File: config.mk
export PLATFORM = sky130hd
export DESIGN_NAME = serv_bufreg_ctrl
export DESIGN_NICKNAME = d
export VERILOG_FILES = /design/src/rtl/serv_bufreg_ctrl_pkg.sv /design/src/rtl/serv_bufreg_cnt.sv /design/src/rtl/serv_bufreg_ctrl.sv
export SDC_FILE = /design/constraint.sdc
export NUM_CORES = 1
export LEC_CHECK = 0
export BUFFER_PORTS_ARGS = -buffer_cell sky130_fd_sc_hd__clkbuf_2
export CORE_MARGIN = 1
export CORE_UTILIZATION = 45
export CTS_CLUSTER_DIAMETER = 120
export DETAILED_ROUTE_END_ITERATION = 10
export PLACE_DENSITY = 0.76
export SYNTH_ARGS = -nofsm -noshare
export SYNTH_HDL_FRONTEND = slang
export SYNTH_HIERARCHICAL = 1
export SYNTH_SLANG_ARGS = --single-unit
File: constraint.sdc
create_clock -name i_clk -period 5.15 [get_ports i_clk]
set_clock_uncertainty 0.1 [all_clocks]
set_input_delay 0 -clock i_clk [delete_from_list [all_inputs] [get_ports i_clk]]
set_output_delay 0 -clock i_clk [all_outputs]
set_load 0.02 [all_outputs]
File: src/rtl/serv_bufreg_ctrl_pkg.sv
// Shared types and sizes for the bit-serial buffer register sequencer.
package serv_bufreg_ctrl_pkg;

  localparam int unsigned CNT_W     = 5;
  localparam int unsigned WORD_BITS = 32;

  typedef enum logic [2:0] {
    ST_IDLE,
    ST_INIT,
    ST_BUS,
    ST_RUN,
    ST_SHIFT
  } state_e;

endpackage

File: src/rtl/serv_bufreg_cnt.sv
// Bit counter for one serial word: binary count, one-hot of the low two bits,
// and a flag on the last bit of the word.
module serv_bufreg_cnt
  import serv_bufreg_ctrl_pkg::*;
(
  input  logic             clk_i,
  input  logic             rst_ni,
  input  logic             clr_i,
  input  logic             en_i,
  output logic [CNT_W-1:0] cnt_o,
  output logic [3:0]       cnt_r_o,
  output logic             wrap_o
);

  logic [CNT_W-1:0] cnt_q, cnt_d;

  always_comb begin
    cnt_d = cnt_q;
    if (clr_i) begin
      cnt_d = '0;
    end else if (en_i) begin
      cnt_d = cnt_q + CNT_W'(1);
    end
  end

  always_ff @(posedge clk_i) begin
    if (!rst_ni) begin
      cnt_q <= '0;
    end else begin
      cnt_q <= cnt_d;
    end
  end

  assign cnt_o   = cnt_q;
  assign cnt_r_o = 4'b0001 << cnt_q[1:0];
  assign wrap_o  = (cnt_q == CNT_W'(WORD_BITS - 1));

endmodule

File: src/rtl/serv_bufreg_ctrl.sv
// Buffer register sequencer: INIT address pass, data-bus hold, optional loop pass.
// Optional right-rotate SHIFT pass is built when SERV_BUFREG_SHIFT_EN is defined.
module serv_bufreg_ctrl
  import serv_bufreg_ctrl_pkg::*;
#(
  parameter int unsigned DBUS_TIMEOUT = 0
) (
  input  logic       i_clk,
  input  logic       i_rst_n,
  input  logic       i_req,
  output logic       o_ack,
  input  logic       i_rs1_sel,
  input  logic       i_imm_sel,
  input  logic       i_mem,
  input  logic       i_loop,
  input  logic       i_shift,
  input  logic [4:0] i_shamt,
  output logic [2:0] o_cnt,
  output logic [3:0] o_cnt_r,
  output logic       o_en,
  output logic       o_init,
  output logic       o_loop,
  output logic       o_rs1_en,
  output logic       o_imm_en,
  output logic       o_dbus_cyc,
  input  logic       i_dbus_ack,
  output logic       o_busy,
  output logic       o_done,
  output logic       o_err
);

  localparam logic [31:0] TMO_LAST = (DBUS_TIMEOUT == 0) ? 32'd0 : 32'(DBUS_TIMEOUT - 1);

  state_e           state_q, state_d;
  logic             rs1_q, imm_q, mem_q, loop_q;
  logic             done_q, done_d, err_q, err_d;
  logic [31:0]      tmo_q;
  logic             tmo_hit, shift_go, shift_last;
  logic             cnt_en;
  logic [CNT_W-1:0] cnt;
  logic             cnt_wrap;

  // Any state change restarts the count, so every pass begins at bit 0.
  serv_bufreg_cnt u_cnt (
    .clk_i   (i_clk),
    .rst_ni  (i_rst_n),
    .clr_i   (state_d != state_q),
    .en_i    (cnt_en),
    .cnt_o   (cnt),
    .cnt_r_o (o_cnt_r),
    .wrap_o  (cnt_wrap)
  );

`ifdef SERV_BUFREG_SHIFT_EN
  logic       shift_q;
  logic [4:0] shamt_q;

  always_ff @(posedge i_clk) begin
    if (!i_rst_n) begin
      shift_q <= 1'b0;
      shamt_q <= '0;
    end else if (state_q == ST_IDLE && i_req) begin
      shift_q <= i_shift;
      shamt_q <= i_shamt;
    end
  end

  assign shift_go   = shift_q && (shamt_q != 5'd0);
  assign shift_last = (cnt == shamt_q - 5'd1);
`else
  logic unused_shift;
  assign unused_shift = ^{i_shift, i_shamt, cnt[1:0]};
  assign shift_go     = 1'b0;
  assign shift_last   = 1'b0;
`endif

  assign tmo_hit = (DBUS_TIMEOUT != 0) && (tmo_q == TMO_LAST);

  always_comb begin
    state_d    = state_q;
    done_d     = 1'b0;
    err_d      = 1'b0;
    o_ack      = 1'b0;
    o_en       = 1'b0;
    o_init     = 1'b0;
    o_loop     = 1'b0;
    o_dbus_cyc = 1'b0;
    cnt_en     = 1'b0;
    case (state_q)
      ST_IDLE: begin
        if (i_req) begin
          o_ack   = 1'b1;
          state_d = ST_INIT;
        end
      end
      ST_INIT: begin
        o_en   = 1'b1;
        o_init = 1'b1;
        cnt_en = 1'b1;
        if (cnt_wrap) begin
          if (mem_q) begin
            state_d = ST_BUS;
          end else if (shift_go) begin
            state_d = ST_SHIFT;
          end else begin
            state_d = ST_IDLE;
            done_d  = 1'b1;
          end
        end
      end
      ST_BUS: begin
        o_dbus_cyc = 1'b1;
        // An ack arriving on the expiry cycle still completes normally.
        if (i_dbus_ack) begin
          if (loop_q) begin
            state_d = ST_RUN;
          end else begin
            state_d = ST_IDLE;
            done_d  = 1'b1;
          end
        end else if (tmo_hit) begin
          state_d = ST_IDLE;
          err_d   = 1'b1;
        end
      end
      ST_RUN: begin
        o_en   = 1'b1;
        o_loop = 1'b1;
        cnt_en = 1'b1;
        if (cnt_wrap) begin
          state_d = ST_IDLE;
          done_d  = 1'b1;
        end
      end
      ST_SHIFT: begin
        o_en   = 1'b1;
        o_loop = 1'b1;
        cnt_en = 1'b1;
        if (shift_last) begin
          state_d = ST_IDLE;
          done_d  = 1'b1;
        end
      end
      default: state_d = ST_IDLE;
    endcase
  end

  always_ff @(posedge i_clk) begin
    if (!i_rst_n) begin
      state_q <= ST_IDLE;
      done_q  <= 1'b0;
      err_q   <= 1'b0;
      tmo_q   <= '0;
      rs1_q   <= 1'b0;
      imm_q   <= 1'b0;
      mem_q   <= 1'b0;
      loop_q  <= 1'b0;
    end else begin
      state_q <= state_d;
      done_q  <= done_d;
      err_q   <= err_d;
      tmo_q   <= (state_q == ST_BUS) ? tmo_q + 32'd1 : '0;
      if (state_q == ST_IDLE && i_req) begin
        rs1_q  <= i_rs1_sel;
        imm_q  <= i_imm_sel;
        mem_q  <= i_mem;
        loop_q <= i_loop;
      end
    end
  end

  assign o_cnt    = cnt[4:2];
  assign o_rs1_en = o_init & rs1_q;
  assign o_imm_en = o_init & imm_q;
  assign o_busy   = (state_q != ST_IDLE);
  assign o_done   = done_q;
  assign o_err    = err_q;

endmodule

==> results.yml, run 1 <==
status:
  run_status: "completed"
placement:
  dpl.cell_count: 117
  number_of_buffers_added_on_ports: 23
  gpl.final_weighted_congestion: 0.7620
  dp_hpwl_mm: 1.061
  placed_cell_area_um2: 822.0
detailed_routing:
  drc_violation_count_after_routing: 0
  ant_nets: 0
  drt-total-wl_mm: 1.480
  route.vias.total: 668
  average_wire_per_standard_cell_um: 11.75
  detailedRoute.firstPassIterationCount: 5
  ratio_of_routed_vias_to_standard_cells: 5.302
  drtIter0Drc: 15
clock_tree:
  buffer_type_at_the_clock_tree_root: "clkbuf_4"
  postCtsSetupRepairBufs: 0
  htreeDepth: 1
  worst_setup_hold_path_clk_slew_ps: 80
  clock_sinks: 13
  number_of_clock_buffers_inserted_by_tritoncts: 3
  cts_max_path_buffers: 2
  worst_skew_pair_latency_ps: 270
  cts_tree: "yes"
setup_path:
  critical_path.most_common_cell: "ha_1"
  cp_top_family: "simple AND/OR/NAND/NOR gates"
  critical_path.max_stage_delay_ps: 370
  crit_arrival_ps: 2060
  cpMaxStageDelayCell: "dfxtp_1"
  endpoint_kind: "flip-flop"
  timing.critical_path.buf_inv: 0
  critPathLaunchType: "flip-flop"
  cp_data_required_time_ps: 5250
  crit_chain: "ha_1 > and3_2 > ha_1 > o22a_1 > or3b_1 > mux2i_1"
  timing.critical_path.fanout_max: 5
  path_class: "flip-flop to flip-flop"
floorplan:
  die_area_mm2: 0.001766
  die-width_um: 42.02
  core_mm2: 0.001506
  initial_core_util: 0.4784
  dieHeight_um: 42.02
  floorplan.rows: 14
  num_io_pins: 31
global_route:
  grt_pass1_wl_mm: 2.546
  grt_usage: 0.1868
  grt_start_max_net_pins: 14
  first_global_vias: 603
  globalRoute.totalOverflow: 0
  antenna_found_initial: 0
sta:
  setup_viol: 0
  maxSlewViolCount: 0
  setup-tns-final_ps: 0
  final.min_clock_period_ps: 1960
  max_freq_mhz: 510.2
  finalHoldViolations: 0
  final.period_utilization: 0.3806
  rsz0062_at_grt: "false"
yosys:
  synthDistinctLibCells: 31
  synth-compound-area-share: 0.1337
  synthSimpleGateAreaFrac: 0.2969
  post_synth_inst_count: 84
  synthDominantAreaCellType: "dfxtp_1"
  netlist.area_leader.share: 0.3611
  net_count_synth: 103
  synth_area_in_xor_xnor: 0.01215
  synth_fa_ha_area_frac: 0.08681
  main_combinational_cell_family_by_area_after_synthesis: "simple AND/OR/NAND/NOR gates"
  ys.warnings.count: 6
  mean_instance_size_in_the_synthesized_netlist_um2: 8.580
  post_synth_main_area_contributors: "dfxtp_1, ha_1, o21ai_0"
  synth.yosys.seq_area_share: 0.3611
  cell_area_synth_um2: 720.7
  synth_seq_cells: 13
  synthMuxAreaShare: 0.04167
finish:
  finish.utilization: 0.5963
  fin_nets: 130
  stdcell_area_um2: 898.4
  final_layout_size_suffix_gt1_frac: 0.2636
  fillers: 137
  diodes: 0
  synthToLayoutAreaGrowth_pct: 24.65
  final_cells: 126
run:
  max-cap-violations: 0
min_path:
  timing.hold.worst.class: "primary input to flip-flop"
pwr:
  leakage_uw: 0.0004169
  power-per-cell-area_mw_per_mm2: 241.7
  p_total_uw: 217.1
  ir_worst_vdd_uv: 146.6
==> layer usage <==
metal  track usage  routed length (um)
met1        0.2240                 644
met2        0.3250                 779
met3       0.05172                  56
met4       0.05625                   0
met5             0                   0
==> state kept, by name, summed over array words and instances, names as in the netlist <==
register	count
loop_q	1
rs1_q	1
state_q	3
u_cnt/cnt_o	5
o_done	1
imm_q	1
mem_q	1
==> area by class of cell <==
class | instances | area, um^2 | area share
Multi-Input combinational cell | 62 | 415.4 | 0.4624
Sequential cell | 13 | 260.3 | 0.2897
Timing Repair Buffer | 28 | 165.2 | 0.1838
Clock buffer | 4 | 26.28 | 0.02925
Tap cell | 16 | 20.02 | 0.02228
Inverter | 3 | 11.26 | 0.01253
==> stage by stage <==
stage	setup WS [ps]	hold slack, ps
after floorplan	3226	30.38
after global placement	3241	116.3
after detailed placement	3229	122.6
after CTS	3197	4.933
after global routing	3057	44.82
final	3190	1.086
==> cells in the mapped netlist, drive strengths merged <==
library cell and count:
nor4b 1, o21ai 7, nand2b 5, buf 6
nand3b 2, a311oi 1, ha 5, and3 2
inv 3, nand3 5, nand4 1, and2 2
nor2b 1, mux2i 3, a221oi 1, or3b 1
conb 1, nand2 8, dfxtp 13, or3 1
a21oi 3, o32a 1, a21bo 1, xnor2 1
nor2 6, or2b 1, nor3 1, o22a 1
==> cell usage in the layout (no fill, tap or decap), drive strengths merged, types with 3 or more instances in the layout <==
cell type,count
a21oi,3
mux2i,3
clkbuf,27
dfxtp,13
nor2,6
nand2b,5
dlygate4sd3,5
ha,5
inv,3
nand2,8
o21ai,7
nand3,5
==> cells by family after synthesis <==
kind of cell,after synthesis
flip-flops,13
AND/OR/NAND/NOR,37
XOR/XNOR,1
adder cells (fa/ha/maj),5
buffers and inverters,9
other,1
multiplexers,3
AO/OA/AOI/OAI,15
==> tightest hold or removal path: stages <==
cell and delay (ps):
clkbuf_2 100, a21oi_1 140, a221oi_1 80
==> what timing repair did <==
action,in CTS,in global routing
hold buffers,5,0
endpoints found under the setup margin,0,0
resized for setup,0,0
endpoints found under the hold margin,5,0
==> power by group <==
part | internal, uW | total (uW) | switching (uW) | leakage, uW
logic | 18.8 | 44.3 | 25.6 | 0.000296
registers | 105 | 111 | 6.38 | 0.000106
clock network | 29.9 | 61.6 | 31.7 | 0.0000150
total | 153 | 217 | 63.6 | 0.000417
==> worst paths after layout <==
| check | start | to | slack (ps) | cells past startpoint |
|---|---|---|---|---|
| hold reg to reg | rs1_q$_SDFFE_PN0P_ | rs1_q$_SDFFE_PN0P_ | 350 | 2 |
| hold / removal | i_req | state_q[0]$_SDFF_PN0_ | 1 | 3 |
| setup / recovery | u_cnt/cnt_o[0]$_SDFFE_PP0P_ | u_cnt/cnt_o[3]$_SDFFE_PP0P_ | 3190 | 6 |
| setup reg to reg | u_cnt/cnt_o[0]$_SDFFE_PP0P_ | u_cnt/cnt_o[3]$_SDFFE_PP0P_ | 3190 | 6 |
(Power assumes the default switching activity.)
==> inputs of run 2 (changes only) <==
- CORE_UTILIZATION: 45 -> 41
- PLACE_DENSITY: 0.76 -> 0.73
- clock period: 5.15 -> 1.8 ns (I/O delays scaled with it)
==> results.yml, run 2 (synthesis results as in run 1) <==
floorplan:
  die-width_um: 43.93
  num_io_pins: 31
  dieHeight_um: 43.93
  die_area_mm2: 0.001929
  floorplan.rows: 14
  initial_core_util: 0.4571
  core_mm2: 0.001577
finish:
  final_layout_size_suffix_gt1_frac: 0.3333
  layout.cells.most_common: "clkbuf_2"
  fillers: 141
  final_cells: 133
  fin_nets: 137
  largest_register_ff_count: 5
  diodes: 0
  stdcell_area_um2: 984.7
  synthToLayoutAreaGrowth_pct: 36.63
  final_cell_mix: "clkbuf_2, dfxtp_1, nand2_1, o21ai_0"
sta:
  final.min_clock_period_ps: 1706
  setup_viol: 0
  setup_ws_ps: 93.81
  timing.max_slew.rel_slack: 0.6598
  worst-slew-pin-transition_ps: 508.2
  final.period_utilization: 0.9479
  rsz0062_at_grt: "false"
  finalHoldViolations: 0
  setup-tns-final_ps: 0
  max_freq_mhz: 586.1
  maxSlewViolCount: 0
status:
  run_status: "completed"
global_route:
  grt_start_max_net_pins: 14
  grt_pass1_wl_mm: 2.642
  globalRoute.totalOverflow: 0
  first_global_vias: 635
  grt_usage: 0.1897
  antenna_found_initial: 0
detailed_routing:
  route.vias.total: 691
  drtIter0Drc: 12
  drt-total-wl_mm: 1.605
  ant_nets: 0
  drc_violation_count_after_routing: 0
  detailedRoute.firstPassIterationCount: 6
  ratio_of_routed_vias_to_standard_cells: 5.195
  average_wire_per_standard_cell_um: 12.07
placement:
  gpl.final_weighted_congestion: 0.7662
  pre_cts_slack_ps: 17.93
  dp_hpwl_mm: 1.126
  number_of_buffers_added_on_ports: 23
  placed_cell_area_um2: 873.3
  dpl.cell_count: 122
setup_path:
  timing.critical_path.fanout_max: 3
  endpoint_kind: "flip-flop"
  cp_data_required_time_ps: 1900
  critPathLaunchType: "flip-flop"
  path_class: "flip-flop to flip-flop"
  crit_arrival_ps: 1800
clock_tree:
  htreeDepth: 1
  worst_setup_hold_path_clk_slew_ps: 70
  worst_skew_pair_latency_ps: 270
  buffer_type_at_the_clock_tree_root: "clkbuf_4"
  cts_max_path_buffers: 2
  number_of_clock_buffers_inserted_by_tritoncts: 3
  cts_tree: "yes"
  clock_sinks: 13
min_path:
  timing.hold.worst.class: "primary input to flip-flop"
pwr:
  power-per-cell-area_mw_per_mm2: 639.9
  ir_worst_vdd_uv: 552.0
  leakage_uw: 0.0004471
run:
  max-cap-violations: 0
[run 2: changes by cell type in the layout (fill, tap and decap cells not counted), sizes merged]
cell	before	now
dlygate4sd3	5	6
buf	0	6
[run 2: area by class of cell]
cell class	instances	area, um^2	share of cell area
Inverter	3	11.26	0.01144
Clock buffer	4	26.28	0.02668
Sequential cell	13	262.8	0.2668
Multi-Input combinational cell	62	444.2	0.4511
Timing Repair Buffer	35	220.2	0.2236
Tap cell	16	20.02	0.02033
[run 2: path summary, 6_finish.rpt]
path	startpoint	endpoint	slack (ps)	depth (start not counted)
setup / recovery	u_cnt/cnt_o[0]$_SDFFE_PP0P_	u_cnt/cnt_o[3]$_SDFFE_PP0P_	90	6
setup reg to reg	u_cnt/cnt_o[0]$_SDFFE_PP0P_	u_cnt/cnt_o[3]$_SDFFE_PP0P_	90	6
hold / removal	i_rst_n	rs1_q$_SDFFE_PN0P_	9	3
hold reg to reg	rs1_q$_SDFFE_PN0P_	rs1_q$_SDFFE_PN0P_	360	2
[run 2: critical path, cell delays in order (launching register included)]
cell and delay (ps):
dfxtp_2 340, ha_4 160, and3_4 180, ha_4 150
o22a_1 210, or3b_1 380, mux2i_1 130
[run 2: report_power, final]
| group | leakage [uW] | switching [uW] | internal [uW] |
|---|---|---|---|
| Clock | 0.0000150 | 87.5 | 85.7 |
| Combinational | 0.000325 | 82.7 | 62.1 |
| Sequential | 0.000107 | 11.7 | 300 |
| Total | 0.000447 | 182 | 448 |
[run 2: routing by layer]
layer | global-route usage | up-vias | share of wire
met1 | 0.2154 | 320 | 0.47
met5 | 0 | - | 0
met2 | 0.3373 | 18 | 0.48
li1 | - | 351 | -
met3 | 0.03750 | 2 | 0.039
met4 | 0.09091 | 0 | 0.0062
[run 2: repair_timing]
action / 4_1_cts / 5_1_grt
resized for setup: 1 / 3
setup buffers: 0 / 1
gates cloned: 0 / 0
pin swaps: 0 / 3
hold buffers: 6 / 0
endpoints found under the hold margin: 5 / 0
endpoints found under the setup margin: 1 / 2
[run 2: through the flow]
step	utilization	total power, uW	hold slack (ps)
3_5_place_dp	0.5540	451.7	124.6
3_3_place_gp	0.5540	447.9	114.7
4_1_cts	0.6095	639.1	3.406
5_1_grt	0.6246	663.8	33.10
2_1_floorplan	-	413.9	30.38
6_report	0.6246	630.1	8.545
==> inputs of run 3 (changes only) <==
- CORE_UTILIZATION: 41 -> 45
- PLACE_DENSITY: 0.73 -> 0.76
- clock period: 1.8 -> 2 ns (I/O delays scaled with it)
==> results.yml, run 3 (synthesis results as in run 1) <==
status:
  run_status: "completed"
finish:
  diodes: 0
  stdcell_area_um2: 925.9
  finish.utilization: 0.6146
  layout.cells.most_common: "clkbuf_2"
  final_cell_mix: "clkbuf_2, dfxtp_1, nand2_1, o21ai_0"
  synthToLayoutAreaGrowth_pct: 28.47
  largest_register_ff_count: 5
  fin_nets: 133
  final_layout_size_suffix_gt1_frac: 0.2832
  final_cells: 129
sta:
  setup-tns-final_ps: 0
  rsz0062_at_grt: "false"
  final.min_clock_period_ps: 1850
  final.period_utilization: 0.9252
  finalHoldViolations: 0
  maxSlewViolCount: 0
  max_freq_mhz: 540.4
  setup_viol: 0
detailed_routing:
  ant_nets: 0
  drc_violation_count_after_routing: 0
  drt-total-wl_mm: 1.518
  detailedRoute.firstPassIterationCount: 4
  route.vias.total: 685
  ratio_of_routed_vias_to_standard_cells: 5.310
  average_wire_per_standard_cell_um: 11.77
  drtIter0Drc: 12
setup_path:
  worst_r2r_path_depth: 6
  r2r_end: "u_cnt/cnt_o[3]$_SDFFE_PP0P_"
  setup.worst_path.end: "u_cnt/cnt_o[3]$_SDFFE_PP0P_"
  crit-reg2reg-launch: "u_cnt/cnt_o[0]$_SDFFE_PP0P_"
  worst_setup_path_startpoint: "u_cnt/cnt_o[0]$_SDFFE_PP0P_"
  endpoint_kind: "flip-flop"
  cp_top_family: "simple AND/OR/NAND/NOR gates"
  critPathLaunchType: "flip-flop"
  cpMaxStageDelayCell: "or3b_1"
  cp_data_required_time_ps: 2110
  timing.critical_path.fanout_max: 5
  crit_chain: "ha_1 > and3_2 > ha_2 > o22a_1 > or3b_1 > mux2i_1"
  timing.critical_path.buf_inv: 0
  critical_path_cell_count: 6
  path_class: "flip-flop to flip-flop"
  critical_path.max_stage_delay_ps: 350
  r2r_setup_slack_ps: 150
  crit_arrival_ps: 1960
run:
  max-cap-violations: 0
pwr:
  leakage_uw: 0.0004287
  ir_worst_vdd_uv: 320.9
  power-per-cell-area_mw_per_mm2: 613.9
  p_total_uw: 568.4
global_route:
  grt_pass1_wl_mm: 2.691
  grt_usage: 0.2016
  antenna_found_initial: 0
  globalRoute.totalOverflow: 0
  grt_start_max_net_pins: 14
  first_global_vias: 649
clock_tree:
  postCtsSetupRepairBufs: 0
  worst_setup_hold_path_clk_slew_ps: 80
  buffer_type_at_the_clock_tree_root: "clkbuf_4"
  cts_tree: "yes"
  number_of_clock_buffers_inserted_by_tritoncts: 3
  worst_skew_pair_latency_ps: 280
  clock_sinks: 13
  cts_max_path_buffers: 2
  htreeDepth: 1
floorplan:
  initial_core_util: 0.4784
  num_io_pins: 31
  floorplan.rows: 14
  die-width_um: 42.02
  dieHeight_um: 42.02
  die_area_mm2: 0.001766
  core_mm2: 0.001506
placement:
  placed_cell_area_um2: 837.1
  dp_hpwl_mm: 1.119
  gpl.final_weighted_congestion: 0.7572
  dpl.cell_count: 119
  number_of_buffers_added_on_ports: 23
min_path:
  timing.hold.worst.class: "primary input to flip-flop"
  hold_start: "i_rst_n"
  min_delay_path_depth: 3
run 3: report_power, final:
| group | internal [uW] | switching (uW) |
|---|---|---|
| Combinational | 52.2 | 69.3 |
| Clock | 77.4 | 85.1 |
| Sequential | 270 | 14.6 |
run 3: tightest hold or removal path, cell delays in order:
cell	delay (ps)
clkbuf_2	190
nand2_1	110
o21ai_0	60
run 3: worst min path at each step:
| stage | to | slack [ps] |
|---|---|---|
| 2_1_floorplan | imm_q$_SDFFE_PN0P_ | 30 |
| 3_3_place_gp | imm_q$_SDFFE_PN0P_ | 120 |
| 3_5_place_dp | loop_q$_SDFFE_PN0P_ | 120 |
| 4_1_cts | imm_q$_SDFFE_PN0P_ | 10 |
| 5_1_grt | loop_q$_SDFFE_PN0P_ | 40 |
| 6_report | rs1_q$_SDFFE_PN0P_ | 20 |
run 3: stage by stage:
| stage | setup slack (ps) | hold slack [ps] |
|---|---|---|
| finish | 149.5 | 15.39 |
| global route | 43.25 | 42.00 |
| CTS | 109.0 | 9.527 |
| detailed placement | 139.8 | 120.7 |
| global placement | 155.0 | 115.3 |
| floorplan | 75.76 | 30.38 |
run 3: layout make-up:
class                           instances  area (um^2)
Clock buffer                            4        26.28
Inverter                                3        11.26
Sequential cell                        13        260.3
Tap cell                               16        20.02
Multi-Input combinational cell         62        417.9
Fill cell                             126        580.6
Timing Repair Buffer                   31        190.2
run 3: routing by layer:
metal,vias up,GRT usage,share of wire
met5,-,0,0
met1,304,0.2527,0.46
met4,0,0.09375,0.032
met3,11,0.05172,0.029
li1,349,-,-
met2,21,0.3250,0.48
run 3: timing repair:
item,4_1_cts,5_1_grt
hold buffers,6,0
setup endpoints to repair,0,1
resized for setup,0,1
endpoints found under the hold margin,5,0
